--- config.mk ---
export PLATFORM = sky130hd
export DESIGN_NAME = spike_rate_encoder
export DESIGN_NICKNAME = d
export VERILOG_FILES = /design/src/rtl/snn_pkg.sv /design/src/rtl/rate_channel.sv /design/src/rtl/spike_rate_encoder.sv
export SDC_FILE = /design/constraint.sdc
export NUM_CORES = 1
export LEC_CHECK = 0
export BUFFER_PORTS_ARGS = -buffer_cell sky130_fd_sc_hd__buf_2
export CORE_ASPECT_RATIO = 0.5
export CORE_MARGIN = 3
export CORE_UTILIZATION = 56
export CTS_BUF_LIST = sky130_fd_sc_hd__clkbuf_2
export DETAILED_ROUTE_END_ITERATION = 10
export MAX_ROUTING_LAYER = met4
export PLACE_DENSITY = 0.73
export SETUP_SLACK_MARGIN = 0.2
export SLEW_MARGIN = 20
export SYNTH_ARGS = -nofsm -noshare
export SYNTH_HDL_FRONTEND = slang
export SYNTH_HIERARCHICAL = 1
export SYNTH_SLANG_ARGS = --single-unit
export TNS_END_PERCENT = 30
--- constraint.sdc ---
create_clock -name clk -period 2.4 [get_ports clk]
set_input_delay 0.12 -clock clk [delete_from_list [all_inputs] [get_ports clk]]
set_output_delay 0.12 -clock clk [all_outputs]
set_load 0.05 [all_outputs]
--- src/rtl/snn_pkg.sv ---
// Shared types and constants for the spike rate encoder and its channels.
// Stochastic mode (SPIKE_ENC_STOCHASTIC_EN) uses the LFSR seed and tap mask below.
package snn_pkg;

    localparam int N_CH_DEF  = 8;
    localparam int VAL_W_DEF = 8;

    typedef enum logic [1:0] {
        IDLE = 2'd0,
        RUN  = 2'd1,
        DONE = 2'd2
    } state_t;

    localparam logic [15:0] LFSR_SEED = 16'hACE1;
    // Fibonacci taps 16,14,13,11 expressed as bit positions 15,13,12,10.
    localparam logic [15:0] LFSR_TAPS = 16'hB400;

    function automatic logic [15:0] lfsr_next(input logic [15:0] cur);
        return {cur[14:0], ^(cur & LFSR_TAPS)};
    endfunction

endpackage

--- src/rtl/rate_channel.sv ---
// One encoder channel: stored intensity, phase accumulator and registered spike.
// Build option SPIKE_ENC_STOCHASTIC_EN replaces the accumulator with a compare against a shared random word.
module rate_channel #(
    parameter int VAL_W  = 8,
    parameter int CH_IDX = 0
) (
    input  logic             clk,
    input  logic             rst_n,
    input  logic             clear_i,
    input  logic             enable_i,
    input  logic             write_i,
    input  logic [VAL_W-1:0] wval_i,
`ifdef SPIKE_ENC_STOCHASTIC_EN
    input  logic [VAL_W-1:0] rnd_i,
`endif
    output logic             spike_o
);

    logic [VAL_W-1:0] val_q;
    logic             spike_q;

`ifdef SPIKE_ENC_STOCHASTIC_EN
    // Per-channel scramble so channels sharing one LFSR do not fire in lockstep.
    localparam logic [VAL_W-1:0] MASK = VAL_W'(CH_IDX * 8'h25);

    always_ff @(posedge clk) begin
        if (!rst_n) begin
            val_q   <= '0;
            spike_q <= 1'b0;
        end else begin
            if (write_i) val_q <= wval_i;
            if (clear_i) begin
                spike_q <= 1'b0;
            end else if (enable_i) begin
                spike_q <= ((rnd_i ^ MASK) < val_q);
            end
        end
    end
`else
    logic [VAL_W-1:0] acc_q;
    logic [VAL_W:0]   sum_d;

    assign sum_d = {1'b0, acc_q} + {1'b0, val_q};

    // The carry out of the accumulator is the spike; over 2**VAL_W updates it fires exactly val times.
    always_ff @(posedge clk) begin
        if (!rst_n) begin
            val_q   <= '0;
            acc_q   <= '0;
            spike_q <= 1'b0;
        end else begin
            if (write_i) val_q <= wval_i;
            if (clear_i) begin
                acc_q   <= '0;
                spike_q <= 1'b0;
            end else if (enable_i) begin
                acc_q   <= sum_d[VAL_W-1:0];
                spike_q <= sum_d[VAL_W];
            end
        end
    end
`endif

    assign spike_o = spike_q;

endmodule

--- src/rtl/spike_rate_encoder.sv ---
// Rate encoder driving a neuron's presynaptic inputs: IDLE loads values, RUN emits one 2**VAL_W-cycle window.
// Optional macro SPIKE_ENC_STOCHASTIC_EN switches channels to Bernoulli spikes from a shared 16-bit LFSR.
module spike_rate_encoder
    import snn_pkg::*;
#(
    parameter int N_CH  = N_CH_DEF,
    parameter int VAL_W = VAL_W_DEF,
    parameter int CH_W  = 3
) (
    input  logic             clk,
    input  logic             reset,
    input  logic             load_valid,
    output logic             load_ready,
    input  logic [CH_W-1:0]  load_ch,
    input  logic [VAL_W-1:0] load_val,
    input  logic             start,
    input  logic             stop,
    output logic             busy,
    output logic             done,
    output logic             learn,
    output logic [N_CH-1:0]  spikes
);

    state_t           state_q, state_d;
    logic [VAL_W-1:0] cnt_q, cnt_d;
    logic             ch_clr;
    logic             ch_en;
    logic             wr_en;
    logic [N_CH-1:0]  ch_wr;

    always_ff @(posedge clk) begin
        if (!reset) begin
            state_q <= IDLE;
            cnt_q   <= '0;
        end else begin
            state_q <= state_d;
            cnt_q   <= cnt_d;
        end
    end

    always_comb begin
        state_d    = state_q;
        ch_clr     = 1'b0;
        ch_en      = 1'b0;
        load_ready = 1'b0;
        busy       = 1'b0;
        done       = 1'b0;
        unique case (state_q)
            IDLE: begin
                load_ready = 1'b1;
                if (start) begin
                    state_d = RUN;
                    ch_clr  = 1'b1;
                end
            end
            RUN: begin
                busy = 1'b1;
                // Abort wins over the terminal count.
                if (stop) begin
                    state_d = IDLE;
                    ch_clr  = 1'b1;
                end else begin
                    ch_en = 1'b1;
                    if (cnt_q == '1) state_d = DONE;
                end
            end
            DONE: begin
                done    = 1'b1;
                state_d = IDLE;
                ch_clr  = 1'b1;
            end
            default: begin
                state_d = IDLE;
                ch_clr  = 1'b1;
            end
        endcase
    end

    always_comb begin
        cnt_d = cnt_q;
        if (ch_clr)     cnt_d = '0;
        else if (ch_en) cnt_d = cnt_q + VAL_W'(1);
    end

    assign learn = busy;
    assign wr_en = load_valid && load_ready;

`ifdef SPIKE_ENC_STOCHASTIC_EN
    logic [15:0] lfsr_q, lfsr_d;

    always_comb begin
        lfsr_d = lfsr_q;
        if (state_q == IDLE && start) lfsr_d = LFSR_SEED;
        else if (ch_en)               lfsr_d = lfsr_next(lfsr_q);
    end

    always_ff @(posedge clk) begin
        if (!reset) lfsr_q <= LFSR_SEED;
        else        lfsr_q <= lfsr_d;
    end
`endif

    // Indices with no matching channel simply complete the handshake without a write.
    for (genvar i = 0; i < N_CH; i++) begin : g_ch
        assign ch_wr[i] = wr_en && (load_ch == CH_W'(i));

        rate_channel #(
            .VAL_W  (VAL_W),
            .CH_IDX (i)
        ) u_ch (
            .clk      (clk),
            .rst_n    (reset),
            .clear_i  (ch_clr),
            .enable_i (ch_en),
            .write_i  (ch_wr[i]),
            .wval_i   (load_val),
`ifdef SPIKE_ENC_STOCHASTIC_EN
            .rnd_i    (lfsr_q[VAL_W-1:0]),
`endif
            .spike_o  (spikes[i])
        );
    end

endmodule
Word level (Yosys, flattened, before mapping)
Cells that the tools add are included.
{ "word_totals": {"reg_bits": 146, "out_inout_bits": 12} }
{ "op_classes": {"addsub": 9, "eq_ne": 12, "n_mux": 12, "n_bitwise": 1, "reduce_logical": 13} }
{ "ops": {"columns": ["cell", "count"], "rows": [
  ["8-bit by 8-bit adder with 9-bit output", 8],
  ["3-bit == test, second input constant", 4],
  ["1-bit logical AND", 9],
  ["8-bit by 1-bit adder with 8-bit output, second input constant", 1],
  ["8-bit == test, second input constant", 1],
  ["1-bit two-way mux", 7],
  ["3-bit by 2-bit == test with 1-bit output, second input constant", 2],
  ["2-bit two-way mux", 3],
  ["2-bit one-hot mux with 2 select lines", 1],
  ["3-bit by 1-bit == test with 1-bit output, second input constant", 1],
  ["3-bit logical NOT", 1],
  ["3-bit inequality test, second input constant", 1],
  ["2-bit by 1-bit == test with 1-bit output, second input constant", 1],
  ["2-bit == test, second input constant", 1],
  ["2-bit logical NOT", 1],
  ["2-bit inequality test, second input constant", 1],
  ["1-bit one-hot mux with 2 select lines", 1],
  ["2-bit AND reduction", 1],
  ["2-bit OR reduction", 1],
  ["1-bit inverter", 1]
]} }

Longest topological paths before layout
Gate-level depths: netlist (run 1).
{ "logic_depth": {"word_depth": 4, "mapped_depth": 7, "ltp_nobuf": 6} }

Hierarchy
Netlist (run 1), hierarchy kept.
{ "modules_own_cells": {"columns": ["module", "n_inst", "cells_each", "area_per_inst_um2", "seq_area_each_um2"], "rows": [
  ["rate_channel", 8, 102, 955.9, 340.3],
  ["spike_rate_encoder", 1, 70, 546.8, 200.2]
]} }

Worst setup path after synthesis (run 1)
OpenSTA, ideal clock, no wires.
{ "synth_timing": {"path_type": "flip-flop to flip-flop", "from": "reg state_q[1]", "to": "reg g_ch[0].u_ch.val_q[0]", "setup_time_ps": 116, "arrival_time_ps": 1990, "t_required_ps": 2284, "slack_ps": 294, "path_stages_with_launch": 7, "path_buffers": 1, "synth_period_minus_slack_ps": 2106, "cell_sequence": "dfxtp_1 -> nor2_1 -> nand3b_1 -> nor3_1 -> buf_2 -> mux2i_1 -> nor2b_1"} }
{ "synth_between": {"elab_chain_cells": 4} }
{ "synth_lines": {"columns": ["item", "line_no", "rtl"], "rows": [
  ["from (decl)", "spike_rate_encoder.sv:24", "state_t state_q, state_d;"],
  ["from (signal assigned)", "spike_rate_encoder.sv:36", "state_q <= state_d;"],
  ["2-bit logical NOT", "spike_rate_encoder.sv:48", "unique case (state_q)"],
  ["1-bit two-way mux", "spike_rate_encoder.sv:48", null],
  ["via load_ready", "spike_rate_encoder.sv:13", "output logic load_ready,"],
  ["1-bit logical AND", "spike_rate_encoder.sv:86", "assign wr_en = load_valid && load_ready;"],
  ["1-bit logical AND", "spike_rate_encoder.sv:105", "assign ch_wr[i] = wr_en && (load_ch == CH_W'(i));"],
  ["via ch_wr[0]", "spike_rate_encoder.sv:29", "logic [N_CH-1:0] ch_wr;"],
  ["to (signal assigned)", "rate_channel.sv:52", "if (write_i) val_q <= wval_i;"],
  ["to (decl)", "rate_channel.sv:19", "logic [VAL_W-1:0] val_q;"]
]} }
The timed path passes the listed nets, and every way through them passes these cells.
A chain may end at the register's enable or synchronous reset.

Worst setup path in the final report (run 1)
{ "layout_timing": {"from": "reg state_q[0]", "to": "reg state_q[0]"} }
{ "layout_between": {"elab_chain_cells": 3, "elab_cells_between_ends": 6, "cone_classes": "eq/ne: 3; mux: 1; reduce/logical: 2"} }
{ "layout_lines": {"columns": ["item", "line_no"], "rows": [
  ["2-bit by 1-bit == test with 1-bit output or 2-bit logical NOT (tied branches)", "spike_rate_encoder.sv:48"],
  ["3-bit inequality test (no source line) or 2-bit inequality test (tied branches)", null],
  ["2-bit AND reduction (no source line)", null]
]} }
Several ways; a longest one is shown, not always the timed one.

==> impl_metrics.toml, run 1 <==
[min_path]
min_path_type = "input pin to flop"
min_from = "load_valid"

[worst_setup_path]
slowest_stage = "dlygate4sd3_1"
critPathKind = "flop to flop"
crit_path_start = "state_q[0]"
end_kind = "flop"
start_kind = "flop"
path_cells = "or3b_4 > clkinv_8 > buf_4 > o21ai_0 > a21boi_1 > dlygate4sd3_1"
arrival_ps = 2680
path_delay_family = "buffers and inverters"
worstPathMaxFanout = 24
required_ps = 3050
r2r-start = "state_q[0]"
crit_buf_inv = 3
slowest_delay_ps = 560

[floorplanning]
core_um2 = 13900
die_h_um = 91.5
rows = 30
die-area_um2 = 16200
start_util_pct = 58.8
die_w_um = 177
ios = 28

[synth]
postSynthCellCount = 886
syn-num-nets = 975
ys_seq_elements = 146
syn_avg_cell_area_um2 = 9.25
synth_warnings = 6
synth_common_cells = "dfxtp_1, mux2i_1, nor2_1"
syn_area_um2 = 8190
yosysTopAreaCell = "dfxtp_1"
ys_seq_area_share_pct = 35.7
synth_edf_count = 0
synthFlopType = "dfxtp_1"
yosysTopAreaCellShare_pct = 35.7
ys_types = 41
synth-async-reset-ratio_pct = 0
yosysMostFrequentCell = "dfxtp_1"
netlist_top_cells_area = "dfxtp_1, ha_1, mux2i_1"

[sta]
skew_ps = 38.6
drv_slew = 0
finalCritPeriodShare_pct = 84.7
max_freq_mhz = 492
relSlewSlack_pct = 70.6
worst_pin_slew_ps = 442
whs_ps = 105
rsz0062_at_grt = "false"
hold_viol_final = 0
setup_viol_count_final = 0
min_period_ps = 2030
tns_ps = 0

[route]
vias = 6673
drt-total-wl_um = 18200
drc = 0
drt_iter0_markers = 405
post_drt_wl_per_cell_um = 15.8
drt_pass1_iterations = 4
antenna_left = 0
via_per_inst = 5.78

[clock_tree]
cts_tree = "yes"
cts.sinks = 146
htree_levels = 4
cts_root_buffer = "clkbuf_2"
cts_buffer_depth = 2
cts_buffers = 17
clkSlewWorstSetupHoldPaths_ps = 240
clkLatencyLatePin_ps = 700

[grt]
grt_start_max_net_pins = 84
grt.total_usage_pct = 23.9
busiest_layer = "met2"
antenna_found_initial = 0
globalRouteMet1Util_pct = 31.1
overflow = 0
gr-usage-met2_pct = 38.3
grtUsageMet3_pct = 4.72
first_global_vias = 6487
grt_first_pass_wirelength_um = 30700

[outcome]
status = "finished, final reports clean"

[power_and_ir_drop]
vdd_ir_drop_max_uv = 227
powerDensity_nw_per_um2 = 479
p_leak_nw = 3.83

[final_layout]
n_antenna_cell = 0
area_growth_pct = 10.9
utilization_pct = 65.2
final_nets = 1038
drive_gt1_share_pct = 11.9

[placement]
hpwl_um = 12700
io_buffers = 27
routabilityCongestion = 0.873

[run]
max_cap_viol_count = 0
-- state kept, by name, summed over array words and instances, names as in the netlist --
name / count
cnt_q: 8
g_ch.u_ch/acc_q: 64
g_ch.u_ch/spike_o: 8
state_q: 2
g_ch.u_ch/val_q: 64
-- kinds of logic (layout without fill, tap and decap cells) --
| kind of cell | count (synthesis) | after routing | share of synthesized area, % |
|---|---|---|---|
| simple gates | 317 | 317 | 20.7 |
| compound gates | 207 | 207 | 18.2 |
| flops | 146 | 146 | 35.7 |
| mux | 81 | 81 | 9.89 |
| fa+ha+maj | 73 | 73 | 11.9 |
| buf+inv | 53 | 129 | 2.76 |
| xor+xnor | 9 | 9 | 0.962 |
-- timing repair --
action | in CTS | in global routing
setup endpoints to repair | 6 | 8
hold buffers | 16 | 0
hold endpoints to repair | 75 | 0
gates resized for setup | 1 | 6
cloned | 0 | 0
setup buffers | 0 | 1
-- per-layer routing --
| metal | wire length [um] | vias up |
|---|---|---|
| met5 | 0 | - |
| li1 | - | 3424 |
| met1 | 9010 | 3129 |
| met2 | 8330 | 97 |
| met4 | 258 | 0 |
| met3 | 585 | 23 |
-- per-stage QoR --
step                      setup slack, ps  total power [mW]  std cells  area [um2]
final                                 368              4.35       1154        9080
after global routing                  207              4.55       1154        9080
after CTS                             226              4.40       1153        9060
after detailed placement              193              2.93       1105        8650
after global placement                297              2.92       1105        8650
after floorplan                       294              2.78        886        8190
-- layout by cell type, fill, tap and decap left out, types with 9 or more instances in the layout --
| master | n |
|---|---|
| a21o_1 | 32 |
| nand2_1 | 31 |
| a211oi_1 | 24 |
| nor2_1 | 79 |
| nand2b_1 | 19 |
| xnor2_1 | 9 |
| clkbuf_2 | 18 |
| nand3_1 | 36 |
| a211o_2 | 16 |
| ha_1 | 65 |
| buf_4 | 26 |
| o31ai_1 | 12 |
| mux2i_1 | 81 |
| o21ai_0 | 27 |
| nor3_1 | 19 |
| o221ai_1 | 16 |
| buf_2 | 27 |
| dlygate4sd3_1 | 16 |
| a21oi_1 | 31 |
| nand4_1 | 17 |
| nor2b_1 | 73 |
| inv_1 | 18 |
| dfxtp_1 | 145 |
-- area by class of cell --
type                    instances  area, um2
clock buffers                  18       90.1
flip-flops and latches        146       2920
multi-input cells             687       5050
fillers                      1169       4840
clock inverters                14        154
well taps                     192        240
inverters                      27        114
repair buffers                 70        510
-- path summary, 6_finish.rpt --
| check | endpoint | slack [ps] | cells past startpoint |
|---|---|---|---|
| setup / recovery | state_q[0] | 370 | 6 |
| hold / removal | g_ch[0].u_ch/val_q[6] | 110 | 6 |
| setup reg to reg | state_q[0] | 370 | 6 |
| hold reg to reg | g_ch[6].u_ch/acc_q[4] | 490 | 2 |
-- tightest hold or removal path: stages --
cell and delay, ps:
buf_2 110, nand3b_1 140, nor3_1 80, buf_4 150
mux2i_1 140, nor2b_1 60
-- power breakdown --
group          internal (mW)  total, mW  switching [mW]  leakage (nW)
Sequential              2.46       2.48          0.0215          1.18
Clock                  0.495       1.44           0.949         0.142
Combinational          0.163      0.427           0.264          2.51
No activity file was read; power rests on OpenSTA's default activity.
==> run 2, diff against run 1 <==
--- a/config.mk
+++ b/config.mk
@@ -5,6 +5,7 @@
 export SDC_FILE = /design/constraint.sdc
 export NUM_CORES = 1
 export LEC_CHECK = 0
+export ABC_AREA = 1
 export BUFFER_PORTS_ARGS = -buffer_cell sky130_fd_sc_hd__buf_2
 export CORE_ASPECT_RATIO = 0.5
 export CORE_MARGIN = 3
==> constraint.sdc (replaced) <==
create_clock -name clk -period 2 [get_ports clk]
set_input_delay 0.1 -clock clk [delete_from_list [all_inputs] [get_ports clk]]
set_output_delay 0.1 -clock clk [all_outputs]
set_load 0.05 [all_outputs]
==> run 2 against run 1 <==
- count of clock-buffer cells in the layout stayed put
- largest cell class unchanged
- worst hold slack better by 34 ps
- clock skew is 8.1 ps lower
- total power is 24% higher
- worst setup slack worse by 85 ps
- critical endpoint is now done
- largest power group unchanged
- first-iteration DRC count is 0.25% higher
- critical path type is now flop to primary output
- die area is 2.0% higher
==> impl_metrics.toml, run 2 <==
[power_and_ir_drop]
pwr-share-clk_pct = 30.1
switching_share_pct = 29.7
powerDensity_nw_per_um2 = 585
p_leak_nw = 4.72
seqPwrFrac_pct = 56.2
vdd_ir_drop_max_uv = 379
p_comb_share_pct = 13.7
power_switching_mw = 1.61
intPower_mw = 3.81

[clock_tree]
cts_tree = "yes"
clkSlewWorstSetupHoldPaths_ps = 200
clkLatencyLatePin_ps = 690
cts_buffers = 17
htree_levels = 4
cts.sinks = 146
cts_buffer_depth = 2
cts_root_buffer = "clkbuf_2"

[grt]
grt_first_pass_wirelength_um = 31100
overflow = 0
first_global_vias = 6851
grt_start_max_net_pins = 45
grt.total_usage_pct = 23.8
antenna_found_initial = 0

[floorplanning]
ios = 28
core_um2 = 14100
rows = 30
die_w_um = 179
die-area_um2 = 16500
start_util_pct = 59.4
die_h_um = 92.4

[synth]
ys_seq_area_share_pct = 34.9
netlist_top_cells_area = "dfxtp_1, nand2_1, nor2_1"
yosysTopAreaCellShare_pct = 34.9
ys_types = 24
synthFlopType = "dfxtp_1"
postSynthCellCount = 1225
synth-async-reset-ratio_pct = 0
yosysMostFrequentCell = "nand2_1"
yosysTopAreaCell = "dfxtp_1"
synth_common_cells = "nand2_1, nor2_1, inv_1"
syn_area_um2 = 8370
synth_edf_count = 0
syn-num-nets = 1314
synth_warnings = 6
ys_seq_elements = 146
syn_avg_cell_area_um2 = 6.83

[route]
vias = 7593
drt_iter0_markers = 406
top_layer_used = "met4"
drc = 0
via_per_inst = 5.06
wl_met1_um = 9340
drt_pass1_iterations = 5
dr_wl_met2_um = 8060
post_drt_wl_per_cell_um = 12.5
wl_met3_um = 1040
antenna_left = 0
drt-total-wl_um = 18700

[outcome]
status = "finished, final reports clean"

[worst_setup_path]
arrival_ps = 1620
end_kind = "primary output"
required_ps = 1900
crit_buf_inv = 2
slowest_delay_ps = 440
slowest_stage = "dfxtp_1"
path_cells = "inv_2 > nor2_1 > buf_4"
critPathKind = "flop to primary output"
path_delay_family = "flip-flops"
worstPathMaxFanout = 4
start_kind = "flop"

[final_layout]
drive_gt1_share_pct = 11.5
final_cell_mix = "nand2_1, nor2_1, inv_1, dfxtp_1, nand3_1"
fin_area_um2 = 9260
final_nets = 1388
final_common_cell = "nand2_1"
reg_top3 = "g_ch.u_ch/acc_q (64), g_ch.u_ch/val_q (64)"
area_growth_pct = 10.7
fillers = 1249
n_antenna_cell = 0
seqCellArea_um2 = 2920
multi_input_area_um2 = 4700

[placement]
io_buffers = 27
hpwl_um = 13200
routabilityCongestion = 0.844
dpl_cell_area_um2 = 8860

[sta]
tns_ps = 0
skew_ps = 30.5
hold_viol_final = 0
rsz0062_at_grt = "true"
max_freq_mhz = 582
setup_viol_count_final = 0
min_period_ps = 1720
drv_slew = 0
relSlewSlack_pct = 54.0
finalCritPeriodShare_pct = 85.9
worst_pin_slew_ps = 690

[run]
max_cap_viol_count = 0

[min_path]
min_path_type = "input pin to flop"
## run 2: changes by cell type after synthesis, moves of 22 or more
cell      delta
inv_1      +129
nand2_1    +238
nand3b_1    +22
nor2b_1     -73
nor2_1     +174
mux2i_1     -81
inv_2       +33
nand3_1     +57
a21o_1      -32
o21ai_1     +64
## run 2: final cells by class
class	count	share of cell area (%)
inverters	181	7.33
repair buffers	64	5.48
multi-input cells	889	50.8
clock inverters	12	1.27
clock buffers	18	0.973
flip-flops and latches	146	31.6
well taps	192	2.59
## run 2: worst paths after layout
path | start | end | slack [ps] | cells after the start
worst max-delay path | state_q[1] | done | 280 | 3
worst min-delay path | load_valid | g_ch[7].u_ch/val_q[7] | 140 | 8
worst max register to register | g_ch[7].u_ch/val_q[0] | g_ch[7].u_ch/spike_o | 340 | 10
worst min register to register | g_ch[7].u_ch/acc_q[0] | g_ch[7].u_ch/acc_q[0] | 480 | 2
## run 2: per-layer routing
metal,vias up,GRT usage (%)
met1,3391,32.2
met4,0,7.12
met5,-,-
li1,4028,-
met2,152,36.8
met3,22,3.93
## run 2: timing repair
item                       in CTS  in global routing
hold endpoints to repair      113                  0
pin swaps                       0                  1
setup buffers                   0                  1
hold buffers                   15                  0
resized for setup               1                  8
gates cloned                    0                  1
setup endpoints to repair       3                  7
## run 2: cell families (layout without fill, tap and decap cells)
logic type | after synthesis | after routing | share of synthesized area (%)
and+or+nand+nor | 674 | 674 | 34.5
xor gates and xnor gates | 8 | 8 | 0.837
adders and majority gates | 73 | 73 | 11.6
DFF | 146 | 146 | 34.9
buffers and inverters | 190 | 275 | 8.93
AOI/OAI and AO/OA | 134 | 134 | 9.14
## run 2: metrics by stage
step / instances / util (%) / hold slack (ps) / setup WS, ps / power, mW
floorplan: 1225 / - / 223 / 224 / 3.58
global placement: 1455 / 62.9 / 455 / 405 / 3.79
detailed placement: 1455 / 62.9 / 461 / 367 / 3.80
CTS: 1500 / 65.5 / 80.1 / 190 / 5.45
global route: 1502 / 65.8 / 140 / 154 / 5.67
finish: 1502 / 65.8 / 139 / 283 / 5.42
## run 2: power groups by stage
stage,combinational (mW),sequential [mW],clock (mW)
6_report,0.743,3.05,1.63
5_1_grt,0.831,3.06,1.78
4_1_cts,0.722,3.05,1.68
3_5_place_dp,0.698,3.10,0
3_3_place_gp,0.684,3.10,0
2_1_floorplan,0.478,3.10,0
## run 2: worst reg2reg max path, stage by stage, from the launching register on
cell	delay [ps]
dfxtp_1	360
ha_1	230
fa_1	410
nand2_1	90
nand2_1	80
nand3b_1	110
nand2_1	70
nand3_1	70
nand2_1	60
nand2_1	60
inv_1	30
